**src/rtl/fetch_stage_if.sv**
```systemverilog
// Fetch-stage port bundle: instruction-memory port, pipeline control and IF/ID outputs.
// The master side is the fetch stage itself; the slave side is memory plus the rest of the core.
interface fetch_stage_if #(
    parameter int unsigned ADDR_WIDTH = 32,
    parameter int unsigned DATA_WIDTH = 32
);
    logic [ADDR_WIDTH-1:0] imem_addr_o;
    logic [DATA_WIDTH-1:0] imem_rdata_i;
    logic                  stall_i;
    logic                  redirect_i;
    logic [ADDR_WIDTH-1:0] redirect_pc_i;
    logic                  dec_ready_i;
    logic                  ifid_valid_o;
    logic [DATA_WIDTH-1:0] ifid_instr_o;
    logic [ADDR_WIDTH-1:0] ifid_pc_o;
    logic [ADDR_WIDTH-1:0] ifid_pcplus4_o;
    logic                  fault_o;
    logic [ADDR_WIDTH-1:0] fault_pc_o;
    logic [31:0]           fetch_count_o;

    modport master (
        output imem_addr_o,
        input  imem_rdata_i,
        input  stall_i,
        input  redirect_i,
        input  redirect_pc_i,
        input  dec_ready_i,
        output ifid_valid_o,
        output ifid_instr_o,
        output ifid_pc_o,
        output ifid_pcplus4_o,
        output fault_o,
        output fault_pc_o,
        output fetch_count_o
    );

    modport slave (
        input  imem_addr_o,
        output imem_rdata_i,
        output stall_i,
        output redirect_i,
        output redirect_pc_i,
        output dec_ready_i,
        input  ifid_valid_o,
        input  ifid_instr_o,
        input  ifid_pc_o,
        input  ifid_pcplus4_o,
        input  fault_o,
        input  fault_pc_o,
        input  fetch_count_o
    );
endinterface

```
**src/rtl/fetch_stage.sv**
```systemverilog
// Instruction fetch stage: PC register, IF/ID pipeline register and a RUN/HOLD/FAULT controller
// that fetches only from the ROM window and flags a sticky fault on an out-of-window PC.
module fetch_stage #(
    parameter int unsigned           ADDR_WIDTH = 32,
    parameter int unsigned           DATA_WIDTH = 32,
    parameter logic [ADDR_WIDTH-1:0] RESET_PC   = 32'hBFC00000,
    parameter int unsigned           ROM_BYTES  = 4096
) (
    input logic           clk_i,
    input logic           rst_i,
    fetch_stage_if.master bus
);

    typedef enum logic [1:0] {
        ST_RUN   = 2'd0,
        ST_HOLD  = 2'd1,
        ST_FAULT = 2'd2
    } state_e;

    localparam logic [ADDR_WIDTH-1:0] PC_STEP   = ADDR_WIDTH'(4);
    localparam logic [DATA_WIDTH-1:0] NOP_INSTR = DATA_WIDTH'(32'h0000_0013);
    // One extra bit so the window bounds cannot wrap at the top of the address space.
    localparam logic [ADDR_WIDTH:0]   ROM_LO    = {1'b0, RESET_PC};
    localparam logic [ADDR_WIDTH:0]   ROM_HI    = ROM_LO + (ADDR_WIDTH+1)'(ROM_BYTES)
                                                  - (ADDR_WIDTH+1)'(4);

    state_e                state_q, state_d;
    logic [ADDR_WIDTH-1:0] pc_q, pc_d;
    logic                  ifid_valid_q, ifid_valid_d;
    logic [DATA_WIDTH-1:0] ifid_instr_q, ifid_instr_d;
    logic [ADDR_WIDTH-1:0] ifid_pc_q, ifid_pc_d;
    logic [ADDR_WIDTH-1:0] ifid_pcplus4_q, ifid_pcplus4_d;
    logic                  fault_q, fault_d;
    logic [ADDR_WIDTH-1:0] fault_pc_q, fault_pc_d;
    logic [31:0]           fetch_count_q, fetch_count_d;

    logic pc_legal;
    logic fire;
    logic ifid_hold;
    logic fault_set;
    logic drain;

    assign pc_legal = (pc_q[1:0] == 2'b00)
                   && ({1'b0, pc_q} >= ROM_LO)
                   && ({1'b0, pc_q} <= ROM_HI);

    // ---------------- state register ----------------
    // NOTE: sequential state uses non-blocking assignments so every register samples pre-edge values.
    always_ff @(posedge clk_i or posedge rst_i) begin
        if (rst_i) begin
            state_q <= ST_RUN;
        end else begin
            state_q <= state_d;
        end
    end

    // ---------------- next-state logic ----------------
    // NOTE: every combinational output gets a default first so no path can infer a latch.
    always_comb begin
        state_d = state_q;
        if (bus.redirect_i) begin
            state_d = ST_RUN;
        end else begin
            unique case (state_q)
                ST_RUN: begin
                    if (bus.stall_i) begin
                        state_d = ST_HOLD;
                    end else if (!pc_legal) begin
                        state_d = ST_FAULT;
                    end
                end
                ST_HOLD: begin
                    if (!bus.stall_i) begin
                        state_d = ST_RUN;
                    end
                end
                ST_FAULT: state_d = ST_FAULT;
                default:  state_d = ST_RUN;
            endcase
        end
    end

    // ---------------- output / control logic ----------------
    always_comb begin
        fire      = 1'b0;
        ifid_hold = 1'b0;
        fault_set = 1'b0;
        unique case (state_q)
            ST_RUN: begin
                fire      = !bus.redirect_i && !bus.stall_i && pc_legal
                         && (!ifid_valid_q || bus.dec_ready_i);
                fault_set = !bus.redirect_i && !bus.stall_i && !pc_legal;
                ifid_hold = bus.stall_i;
            end
            ST_HOLD:  ifid_hold = 1'b1;
            ST_FAULT: ifid_hold = bus.stall_i;
            default: begin
                fire      = 1'b0;
                ifid_hold = 1'b0;
                fault_set = 1'b0;
            end
        endcase
        // Decode took the current entry and nothing replaces it.
        drain = ifid_valid_q && bus.dec_ready_i && !ifid_hold && !fire;
    end

    // ---------------- datapath next values ----------------
    always_comb begin
        pc_d           = pc_q;
        ifid_valid_d   = ifid_valid_q;
        ifid_instr_d   = ifid_instr_q;
        ifid_pc_d      = ifid_pc_q;
        ifid_pcplus4_d = ifid_pcplus4_q;
        fault_d        = fault_q;
        fault_pc_d     = fault_pc_q;
        fetch_count_d  = fetch_count_q;

        if (bus.redirect_i) begin
            pc_d         = bus.redirect_pc_i;
            ifid_valid_d = 1'b0;
            fault_d      = 1'b0;
        end else if (fire) begin
            pc_d           = pc_q + PC_STEP;
            ifid_valid_d   = 1'b1;
            ifid_instr_d   = bus.imem_rdata_i;
            ifid_pc_d      = pc_q;
            ifid_pcplus4_d = pc_q + PC_STEP;
            fetch_count_d  = fetch_count_q + 32'd1;
        end else begin
            if (drain) begin
                ifid_valid_d = 1'b0;
            end
            if (fault_set) begin
                fault_d    = 1'b1;
                fault_pc_d = pc_q;
            end
        end
    end

    // ---------------- datapath registers ----------------
    always_ff @(posedge clk_i or posedge rst_i) begin
        if (rst_i) begin
            pc_q           <= RESET_PC;
            ifid_valid_q   <= 1'b0;
            ifid_instr_q   <= NOP_INSTR;
            ifid_pc_q      <= '0;
            ifid_pcplus4_q <= '0;
            fault_q        <= 1'b0;
            fault_pc_q     <= '0;
            fetch_count_q  <= '0;
        end else begin
            pc_q           <= pc_d;
            ifid_valid_q   <= ifid_valid_d;
            ifid_instr_q   <= ifid_instr_d;
            ifid_pc_q      <= ifid_pc_d;
            ifid_pcplus4_q <= ifid_pcplus4_d;
            fault_q        <= fault_d;
            fault_pc_q     <= fault_pc_d;
            fetch_count_q  <= fetch_count_d;
        end
    end

    assign bus.imem_addr_o    = pc_q;
    assign bus.ifid_valid_o   = ifid_valid_q;
    assign bus.ifid_instr_o   = ifid_instr_q;
    assign bus.ifid_pc_o      = ifid_pc_q;
    assign bus.ifid_pcplus4_o = ifid_pcplus4_q;
    assign bus.fault_o        = fault_q;
    assign bus.fault_pc_o     = fault_pc_q;
    assign bus.fetch_count_o  = fetch_count_q;

endmodule

```
**src/flat_wrapper.sv**
```systemverilog
// flat-port wrapper written by rule: the top's interface ports become plain ports
module fetch_stage_flat 
#(
    parameter int unsigned           ADDR_WIDTH = 32,
    parameter int unsigned           DATA_WIDTH = 32,
    parameter logic [ADDR_WIDTH-1:0] RESET_PC   = 32'hBFC00000,
    parameter int unsigned           ROM_BYTES  = 4096
)
  (clk_i, rst_i, bus_imem_addr_o, bus_imem_rdata_i, bus_stall_i, bus_redirect_i, bus_redirect_pc_i, bus_dec_ready_i, bus_ifid_valid_o, bus_ifid_instr_o, bus_ifid_pc_o, bus_ifid_pcplus4_o, bus_fault_o, bus_fault_pc_o, bus_fetch_count_o);
  fetch_stage_if #(.ADDR_WIDTH(ADDR_WIDTH), .DATA_WIDTH(DATA_WIDTH)) bus_i ();
  input logic clk_i;
  input logic rst_i;
  output wire logic [$bits(bus_i.imem_addr_o)-1:0] bus_imem_addr_o;
  input wire logic [$bits(bus_i.imem_rdata_i)-1:0] bus_imem_rdata_i;
  input wire logic [$bits(bus_i.stall_i)-1:0] bus_stall_i;
  input wire logic [$bits(bus_i.redirect_i)-1:0] bus_redirect_i;
  input wire logic [$bits(bus_i.redirect_pc_i)-1:0] bus_redirect_pc_i;
  input wire logic [$bits(bus_i.dec_ready_i)-1:0] bus_dec_ready_i;
  output wire logic [$bits(bus_i.ifid_valid_o)-1:0] bus_ifid_valid_o;
  output wire logic [$bits(bus_i.ifid_instr_o)-1:0] bus_ifid_instr_o;
  output wire logic [$bits(bus_i.ifid_pc_o)-1:0] bus_ifid_pc_o;
  output wire logic [$bits(bus_i.ifid_pcplus4_o)-1:0] bus_ifid_pcplus4_o;
  output wire logic [$bits(bus_i.fault_o)-1:0] bus_fault_o;
  output wire logic [$bits(bus_i.fault_pc_o)-1:0] bus_fault_pc_o;
  output wire logic [$bits(bus_i.fetch_count_o)-1:0] bus_fetch_count_o;
  assign bus_imem_addr_o = bus_i.imem_addr_o;
  assign bus_i.imem_rdata_i = bus_imem_rdata_i;
  assign bus_i.stall_i = bus_stall_i;
  assign bus_i.redirect_i = bus_redirect_i;
  assign bus_i.redirect_pc_i = bus_redirect_pc_i;
  assign bus_i.dec_ready_i = bus_dec_ready_i;
  assign bus_ifid_valid_o = bus_i.ifid_valid_o;
  assign bus_ifid_instr_o = bus_i.ifid_instr_o;
  assign bus_ifid_pc_o = bus_i.ifid_pc_o;
  assign bus_ifid_pcplus4_o = bus_i.ifid_pcplus4_o;
  assign bus_fault_o = bus_i.fault_o;
  assign bus_fault_pc_o = bus_i.fault_pc_o;
  assign bus_fetch_count_o = bus_i.fetch_count_o;
  fetch_stage #(.ADDR_WIDTH(ADDR_WIDTH), .DATA_WIDTH(DATA_WIDTH), .RESET_PC(RESET_PC), .ROM_BYTES(ROM_BYTES)) u_core (.clk_i(clk_i), .rst_i(rst_i), .bus(bus_i));
endmodule
```
**config.mk**
```make
export PLATFORM = sky130hd
export DESIGN_NAME = fetch_stage_flat
export DESIGN_NICKNAME = d
export VERILOG_FILES = /design/src/rtl/fetch_stage_if.sv /design/src/rtl/fetch_stage.sv /design/src/flat_wrapper.sv
export SDC_FILE = /design/constraint.sdc
export NUM_CORES = 1
export LEC_CHECK = 0
export CELL_PAD_IN_SITES_DETAIL_PLACEMENT = 0
export CELL_PAD_IN_SITES_GLOBAL_PLACEMENT = 1
export CORE_MARGIN = 2
export CORE_UTILIZATION = 39
export DETAILED_ROUTE_END_ITERATION = 7
export PLACE_DENSITY_LB_ADDON = 0.25
export SLEW_MARGIN = 20
export SYNTH_ARGS = -nofsm -noshare
export SYNTH_HDL_FRONTEND = slang
export SYNTH_SLANG_ARGS = --single-unit
```
**constraint.sdc**
```tcl
create_clock -name clk_i -period 9.2 [get_ports clk_i]
set_input_delay 1.38 -clock clk_i [delete_from_list [all_inputs] [get_ports clk_i]]
set_output_delay 1.38 -clock clk_i [all_outputs]
set_load 0.01 [all_outputs]
```
==> results of run 1 <==
-- final timing paths --
kind	start	to	slack, ps	cells after the start
max reg2reg	u_core.bus.imem_addr_o[29]	u_core.bus.ifid_instr_o[14]	5000	5
min reg2reg	u_core.bus.ifid_pc_o[25]	u_core.bus.ifid_pc_o[25]	470	1
max in group asynchronous	rst_i	u_core.bus.ifid_pc_o[3]	6280	3
min in group asynchronous	rst_i	u_core.bus.ifid_pcplus4_o[29]	1540	2
min	u_core.bus.ifid_pc_o[25]	u_core.bus.ifid_pc_o[25]	470	1
max	bus_redirect_i	u_core.bus.ifid_instr_o[14]	4800	6
-- kinds of logic after synthesis --
group,after synthesis,synth area share (%)
flip-flops,194,62.90
AND/OR/NAND/NOR,157,11.88
XOR/XNOR,49,5.543
AO/OA/AOI/OAI,25,1.664
adder cells (fa/ha/maj),3,0.4849
buffers and inverters,42,3.022
multiplexers,100,14.51
-- per-stage QoR --
stage	cell area (um2)	util, %	power [mW]	hold slack (ps)
floorplan	7742	-	1.082	467.6
global placement	10530	54.12	1.259	454.1
detailed placement	10530	54.12	1.264	450.4
CTS	11130	57.20	2.029	467.8
global route	11130	57.20	2.092	490.7
finish	11130	57.20	2.001	465.8
-- power groups by stage --
stage	clock [mW]	sequential (mW)	combinational [mW]
2_1_floorplan	0	0.995	0.0878
3_3_place_gp	0	0.975	0.285
3_5_place_dp	0	0.977	0.287
4_1_cts	0.779	0.962	0.289
5_1_grt	0.816	0.970	0.305
6_report	0.756	0.961	0.284
-- synthesized netlist by cell type (10+ instances only) --
master,instances,area share (%)
nor4_1,10,0.81
nand3_1,16,1.0
dfrtp_1,182,59
dfstp_2,12,4.1
a21oi_1,11,0.71
nand4_1,21,1.7
xnor2_1,43,4.9
nor2b_1,23,1.9
o21ai_0,10,0.65
mux2_2,98,14
clkbuf_1,16,0.78
nand2_1,22,1.1
or2_2,19,1.5
nor2_1,13,0.63
-- registers in the layout, indices dropped and copies added, names as in the netlist --
register,cells
u_core.bus.imem_addr_o,32
u_core.bus.ifid_pcplus4_o,30
u_core.bus.fetch_count_o,32
u_core.bus.ifid_valid_o,1
u_core.state_q,2
u_core.bus.ifid_instr_o,32
u_core.bus.fault_o,1
u_core.bus.fault_pc_o,32
u_core.bus.ifid_pc_o,32
-- routing by layer --
layer	global-route usage [%]	share of wire [%]
met1	23.34	43
met2	29.26	48
met3	6.950	7.9
met4	5.644	1.7
met5	0	0
-- final cells by class --
type | count | area, um2 | area share, %
inverters | 8 | 37.54 | 0.3372
clock inverters | 12 | 142.6 | 1.281
clock buffers | 20 | 456.7 | 4.102
repair buffers | 266 | 2648 | 23.78
flip-flops and latches | 194 | 4870 | 43.74
well taps | 265 | 331.6 | 2.978
multi-input cells | 334 | 2648 | 23.78
==> impl_metrics.json, run 1 <==
{
  "status": "completed",
  "ys.flop_type": "dfrtp_1",
  "clock_power_share_pct": 37.8,
  "ys_seq_elements": 194,
  "drc": 0,
  "antenna_found_initial": 0,
  "hpwl_um": 13110,
  "synth_cells": 570,
  "path_cells": "buf_2 -> nor4_2 -> o21ai_1 -> nor3_4 -> buf_4 -> mux2_2",
  "detail_route.wl_per_cell_um": 17.16,
  "cts_hold_buf": 0,
  "cp_max_fo": 88,
  "cts_buffers": 17,
  "synth_cell_types": 37,
  "switchingPower_mw": 0.4887,
  "port_buffers": 262,
  "setup_viol": 0,
  "yosysWarnings": 0,
  "antenna_left": 0,
  "cts_tree": "done",
  "start_util_pct": 39.78,
  "drtIter0Drc": 200,
  "track_usage_pct": 18.37,
  "tightestPinTransition_ps": 1021,
  "stdcell_count": 1099,
  "power_density_nw_per_um2": 179.7,
  "clock-root-buffer": "clkbuf_16",
  "row_count": 51,
  "end_kind": "register",
  "cp_data_arrival_time_ps": 4700,
  "hold_class": "reg2reg",
  "via_per_inst": 4.850,
  "leakagePower_nw": 4.839,
  "via_count": 5330,
  "gp_congestion": 0.7706,
  "dp.cells": 1067,
  "slew_headroom_pct": 31.42,
  "ir_drop_mv": 0.1347,
  "synth_edf_count": 0,
  "numClockSinks": 194,
  "synth_nets": 642,
  "ctsLongestPathBuffers": 2,
  "fin_nets": 893,
  "area_growth_pct": 43.79,
  "finClkSkew_ps": 9.180,
  "layout_common_cells": "261 x clkdlybuf4s50_1, 182 x dfrtp_1, 98 x mux2_2",
  "coreArea_um2": 19460,
  "fillCellCount": 1627,
  "cts_setup_buffers": 0,
  "cap_violations": 0,
  "power_frac_comb_pct": 14.2,
  "power_frac_seq_pct": 48.0,
  "slowest_stage": "buf_4",
  "rsz0062_at_grt": "false",
  "critPathBufInv": 2,
  "switching_share_pct": 24.42,
  "path_delay_family": "simple AND/OR/NAND/NOR gates",
  "place_ws_ps": 4365,
  "max_freq_ghz": 0.2271,
  "grt_max_degree": 138,
  "cts_resized": 0,
  "die_w_um": 144.9,
  "first_pass_iters": 4,
  "clock_latency_ps": 420,
  "clk_pin_slew_ps": 70,
  "slowest_delay_ps": 880,
  "grt_pass1_vias": 5510,
  "dieArea_um2": 21000,
  "final_common_cell": "clkdlybuf4s50_1",
  "routed_wl_um": 18860,
  "period_minus_slack_ps": 4404,
  "tns_ps": 0,
  "grt_pass1_wl_um": 31060,
  "slew_violations": 0,
  "setup_ws_ps": 4796,
  "synth.avg_cell_area_um2": 13.58,
  "worstSetupPathType": "in2reg",
  "start_kind": "input pin",
  "fp.dieH_um": 144.9,
  "drive_gt1_share_pct": 20.38,
  "htreeDepth": 4,
  "diodes": 0,
  "required_ps": 9500,
  "p_int_mw": 1.512,
  "overflow": 0,
  "synthArstFlopShare_pct": 100.0,
  "hold_viol": 0,
  "pin_count": 263,
  "fin_crit_sh_pct": 47.87,
  "synth_area_um2": 7742,
  "ys_seq_area_share_pct": 62.90
}
Note: power is estimated with default switching activity, not from simulation.
==> inputs of run 2 (changes only) <==
Settings changed: CORE_UTILIZATION 39 to 32.
Clock period 9.2 ns to 4 ns, I/O delays scaled along.
==> impl_metrics.json, run 2 (synthesis gave the netlist of run 1 again) <==
{
  "row_count": 56,
  "hpwl_um": 13820,
  "path_delay_family": "simple AND/OR/NAND/NOR gates",
  "multiInputGateArea_um2": 2650,
  "pin_count": 263,
  "antenna_left": 0,
  "cts_buffers": 17,
  "drc": 0,
  "hold_class": "reg2reg",
  "area_growth_pct": 45.33,
  "htreeDepth": 4,
  "setup_viol": 0,
  "cts_tree": "done",
  "ctsLongestPathBuffers": 2,
  "dieArea_um2": 25450,
  "slew_violations": 0,
  "finClkSkew_ps": 11.48,
  "worstSetupPathType": "reg2reg",
  "rsz0062_at_grt": "false",
  "leakagePower_nw": 4.868,
  "grt_max_degree": 119,
  "cap_violations": 0,
  "start_util_pct": 32.79,
  "grt_pass1_vias": 5629,
  "fin_crit_sh_pct": 73.70,
  "grt_busiest_layer": "met2",
  "period_minus_slack_ps": 2948,
  "coreArea_um2": 23610,
  "gp_congestion": 0.7307,
  "via_per_inst": 4.650,
  "fillCellCount": 2170,
  "fin_nets": 897,
  "track_usage_pct": 15.50,
  "drtIter0Drc": 238,
  "ir_drop_mv": 0.2378,
  "use_met2_pct": 25.11,
  "clock_latency_ps": 430,
  "first_pass_iters": 4,
  "detail_route.wl_per_cell_um": 16.94,
  "cts_hold_buf": 0,
  "start_kind": "register",
  "cp_data_arrival_time_ps": 3260,
  "cts_resized": 0,
  "status": "completed",
  "fp.dieH_um": 159.5,
  "drive_gt1_share_pct": 20.64,
  "port_buffers": 262,
  "max_freq_ghz": 0.3392,
  "use_met3_pct": 5.314,
  "slew_headroom_pct": 33.39,
  "power_density_nw_per_um2": 407.9,
  "grt_pass1_wl_um": 31380,
  "overflow": 0,
  "tns_ps": 0,
  "hold_viol": 0,
  "critPathBufInv": 0,
  "required_ps": 4310,
  "total_power_mw": 4.590,
  "die_w_um": 159.5,
  "gr-usage-met1_pct": 19.36,
  "clock-root-buffer": "clkbuf_16",
  "diodes": 0,
  "seq_area_um2": 4870,
  "layout_common_cells": "261 x clkdlybuf4s50_1, 182 x dfrtp_1, 98 x mux2_2",
  "clk_pin_slew_ps": 70,
  "tightestPinTransition_ps": 992.5,
  "slowest_stage": "nand2_2",
  "routed_wl_um": 19600,
  "final_common_cell": "clkdlybuf4s50_1",
  "numClockSinks": 194,
  "via_count": 5380,
  "cts_setup_buffers": 0,
  "path_cells": "nor4_1 -> nand3b_1 -> or2_2 -> nand2_2 -> mux2_2",
  "end_kind": "register",
  "slowest_delay_ps": 650,
  "antenna_found_initial": 0,
  "cp_max_fo": 32
}
[run 2: area by class of cell]
| type | instances | area share (%) |
|---|---|---|
| clock buffer | 20 | 3.881 |
| clock inverter | 12 | 1.312 |
| inverter | 8 | 0.3002 |
| multi-input combinational | 334 | 23.55 |
| sequential | 194 | 43.28 |
| tap | 319 | 3.547 |
| timing repair buffer | 270 | 24.13 |
[run 2: through the flow]
step	setup WS, ps	hold slack [ps]	util [%]	instances	cell area, um2
2_1_floorplan	905.4	467.6	-	570	7746
5_1_grt	880.5	476.4	47.65	1157	11250
4_1_cts	1015	469.7	47.65	1157	11250
3_5_place_dp	892.2	453.2	45.18	1125	10670
6_report	1052	465.4	47.65	1157	11250
3_3_place_gp	962.5	451.1	45.18	1125	10670
[run 2: per-layer routing]
layer,part of all wire (%),up-vias
met4,1.9,0
met1,41,2697
met5,0,-
li1,-,2485
met2,49,176
met3,8.1,22
[run 2: path summary, 6_finish.rpt]
kind                                            start                          to  slack (ps)  cells past startpoint
min reg2reg                  u_core.bus.ifid_pc_o[22]    u_core.bus.ifid_pc_o[22]         470                      1
min in group asynchronous                       rst_i     u_core.bus.ifid_pc_o[8]         690                      2
max reg2reg                u_core.bus.imem_addr_o[17]    u_core.bus.fault_pc_o[9]        1050                      5
max                        u_core.bus.imem_addr_o[17]    u_core.bus.fault_pc_o[9]        1050                      5
max in group asynchronous                       rst_i  u_core.bus.imem_addr_o[31]        2440                      3
min                          u_core.bus.ifid_pc_o[22]    u_core.bus.ifid_pc_o[22]         470                      1
[run 2: power by group]
part	internal, mW	switching, mW
Sequential	2.11	0.107
Clock	0.942	0.778
Combinational	0.406	0.251
Total	3.45	1.14
==> inputs of run 3 (changes only) <==
Clock period 4 ns to 2.37 ns, I/O delays scaled along.
==> impl_metrics.json, run 3 (synthesis gave the netlist of run 1 again) <==
{
  "status": "completed",
  "rsz0062_at_grt": "false",
  "dieArea_um2": 25450,
  "overflow": 0,
  "gr-usage-met1_pct": 19.48,
  "layout_common_cells": "261 x clkdlybuf4s50_1, 182 x dfrtp_1, 98 x mux2_2",
  "setup_ws_ps": 128.1,
  "diodes": 0,
  "worstReg2RegStart": "u_core.bus.imem_addr_o[25]",
  "antenna_left": 0,
  "hpwl_um": 14350,
  "routed_wl_um": 19870,
  "stdcell_count": 1178,
  "cap_violations": 0,
  "antenna_found_initial": 0,
  "use_met3_pct": 4.819,
  "slowest_stage": "dfstp_2",
  "reg2reg_depth": 7,
  "track_usage_pct": 15.81,
  "cp-startpoint": "u_core.bus.imem_addr_o[25]",
  "drtIter0Drc": 215,
  "row_count": 56,
  "critPathBufInv": 3,
  "dp.cells": 1143,
  "power_density_nw_per_um2": 670.3,
  "period_minus_slack_ps": 2242,
  "seq_area_um2": 4870,
  "cts_hold_buf": 0,
  "end_kind": "register",
  "path_cells": "nor4b_2 -> nand4_1 -> buf_4 -> nor3_4 -> buf_4 -> buf_12 -> mux2_2",
  "path_delay_family": "simple AND/OR/NAND/NOR gates",
  "detail_route.wl_per_cell_um": 16.86,
  "setup_viol": 0,
  "grt_max_degree": 57,
  "leakagePower_nw": 5.000,
  "clock_power_share_pct": 36.7,
  "area_growth_pct": 48.72,
  "hold_viol": 0,
  "grt_pass1_vias": 5781,
  "hold_class": "in2async",
  "cts_buffers": 17,
  "clock-root-buffer": "clkbuf_16",
  "power_frac_comb_pct": 15.1,
  "clock_latency_ps": 430,
  "total_power_mw": 7.718,
  "drc": 0,
  "finClkSkew_ps": 11.99,
  "tightestPinTransition_ps": 603.4,
  "place_ws_ps": -126.6,
  "slew_violations": 0,
  "grt_busiest_layer": "met2",
  "cp_data_arrival_time_ps": 2550,
  "crit_path_frequent_cell": "buf_4",
  "first_pass_iters": 4,
  "power_frac_seq_pct": 48.1,
  "htreeDepth": 4,
  "switching_share_pct": 25.59,
  "grt_pass1_wl_um": 31960,
  "final_common_cell": "clkdlybuf4s50_1",
  "cp_max_fo": 28,
  "pin_count": 263,
  "post-route-util_pct": 48.77,
  "switchingPower_mw": 1.975,
  "coreArea_um2": 23610,
  "drive_gt1_share_pct": 23.28,
  "multiInputGateArea_um2": 2669,
  "worstSetupPathType": "reg2reg",
  "tns_ps": 0,
  "fp.dieH_um": 159.5,
  "fillCellCount": 2126,
  "start_kind": "register",
  "use_met2_pct": 26.60,
  "via_per_inst": 4.537,
  "numClockSinks": 194,
  "clk_pin_slew_ps": 80,
  "reg2reg_to": "u_core.bus.ifid_instr_o[11]",
  "ir_drop_mv": 0.4484,
  "cts_tree": "done",
  "slew_headroom_pct": 59.77,
  "fin_nets": 918,
  "ctsLongestPathBuffers": 2,
  "via_count": 5345,
  "gp_congestion": 0.7444,
  "start_util_pct": 32.79,
  "required_ps": 2680,
  "fin_crit_sh_pct": 94.59,
  "die_w_um": 159.5,
  "max_freq_ghz": 0.4461,
  "slowest_delay_ps": 560,
  "rrSetupSlack_ps": 130,
  "p_int_mw": 5.743,
  "port_buffers": 262
}
run 3: changes by cell type in the layout (fill, tap and decap cells not counted), sizes merged:
cell / previous run / this run
bufinv: 2 / 0
inv: 13 / 14
clkinvlp: 1 / 2
clkbuf: 20 / 21
buf: 9 / 29
run 3: worst max-delay path by stage:
stage / cells past startpoint / slack (ps) / to
2_1_floorplan: 1 / -480 / u_core.bus.fault_o
3_3_place_gp: 6 / -20 / u_core.bus.ifid_instr_o[6]
3_5_place_dp: 6 / -130 / u_core.bus.ifid_instr_o[11]
4_1_cts: 6 / 6 / u_core.bus.ifid_instr_o[11]
5_1_grt: 7 / 20 / u_core.bus.ifid_instr_o[11]
6_report: 7 / 130 / u_core.bus.ifid_instr_o[11]
run 3: layout make-up:
cell class                      instances  area share, %
Clock buffer                           20          4.053
Clock inverter                         12         0.9671
Inverter                                8         0.2934
Multi-Input combinational cell        334          23.18
Sequential cell                       194          42.29
Tap cell                              319          3.466
Timing Repair Buffer                  291          25.75
run 3: what timing repair did:
| item | CTS | global route |
|---|---|---|
| setup endpoints to repair | 0 | 82 |
| gates resized for setup | 0 | 3 |
| buffers inserted | 0 | 2 |
run 3: metal layers:
metal,vias up,share of wire [%]
met4,0,1.7
met2,157,50
li1,2508,-
met5,-,0
met1,2654,42
met3,26,7.0
run 3: per-stage QoR:
step / hold WS (ps) / cell area, um2
2_1_floorplan: 467.6 / 7746
3_3_place_gp: 451.6 / 10880
3_5_place_dp: 451.8 / 10880
4_1_cts: 315.9 / 11460
5_1_grt: 342.3 / 11510
6_report: 316.9 / 11510
run 3: power groups by stage:
| stage | Clock, mW | Sequential (mW) | Combinational [mW] |
|---|---|---|---|
| after floorplan | 0 | 3.86 | 0.341 |
| after global placement | 0 | 3.76 | 1.17 |
| after detailed placement | 0 | 3.78 | 1.19 |
| after CTS | 2.93 | 3.71 | 1.19 |
| after global routing | 3.07 | 3.75 | 1.26 |
| final | 2.84 | 3.72 | 1.17 |
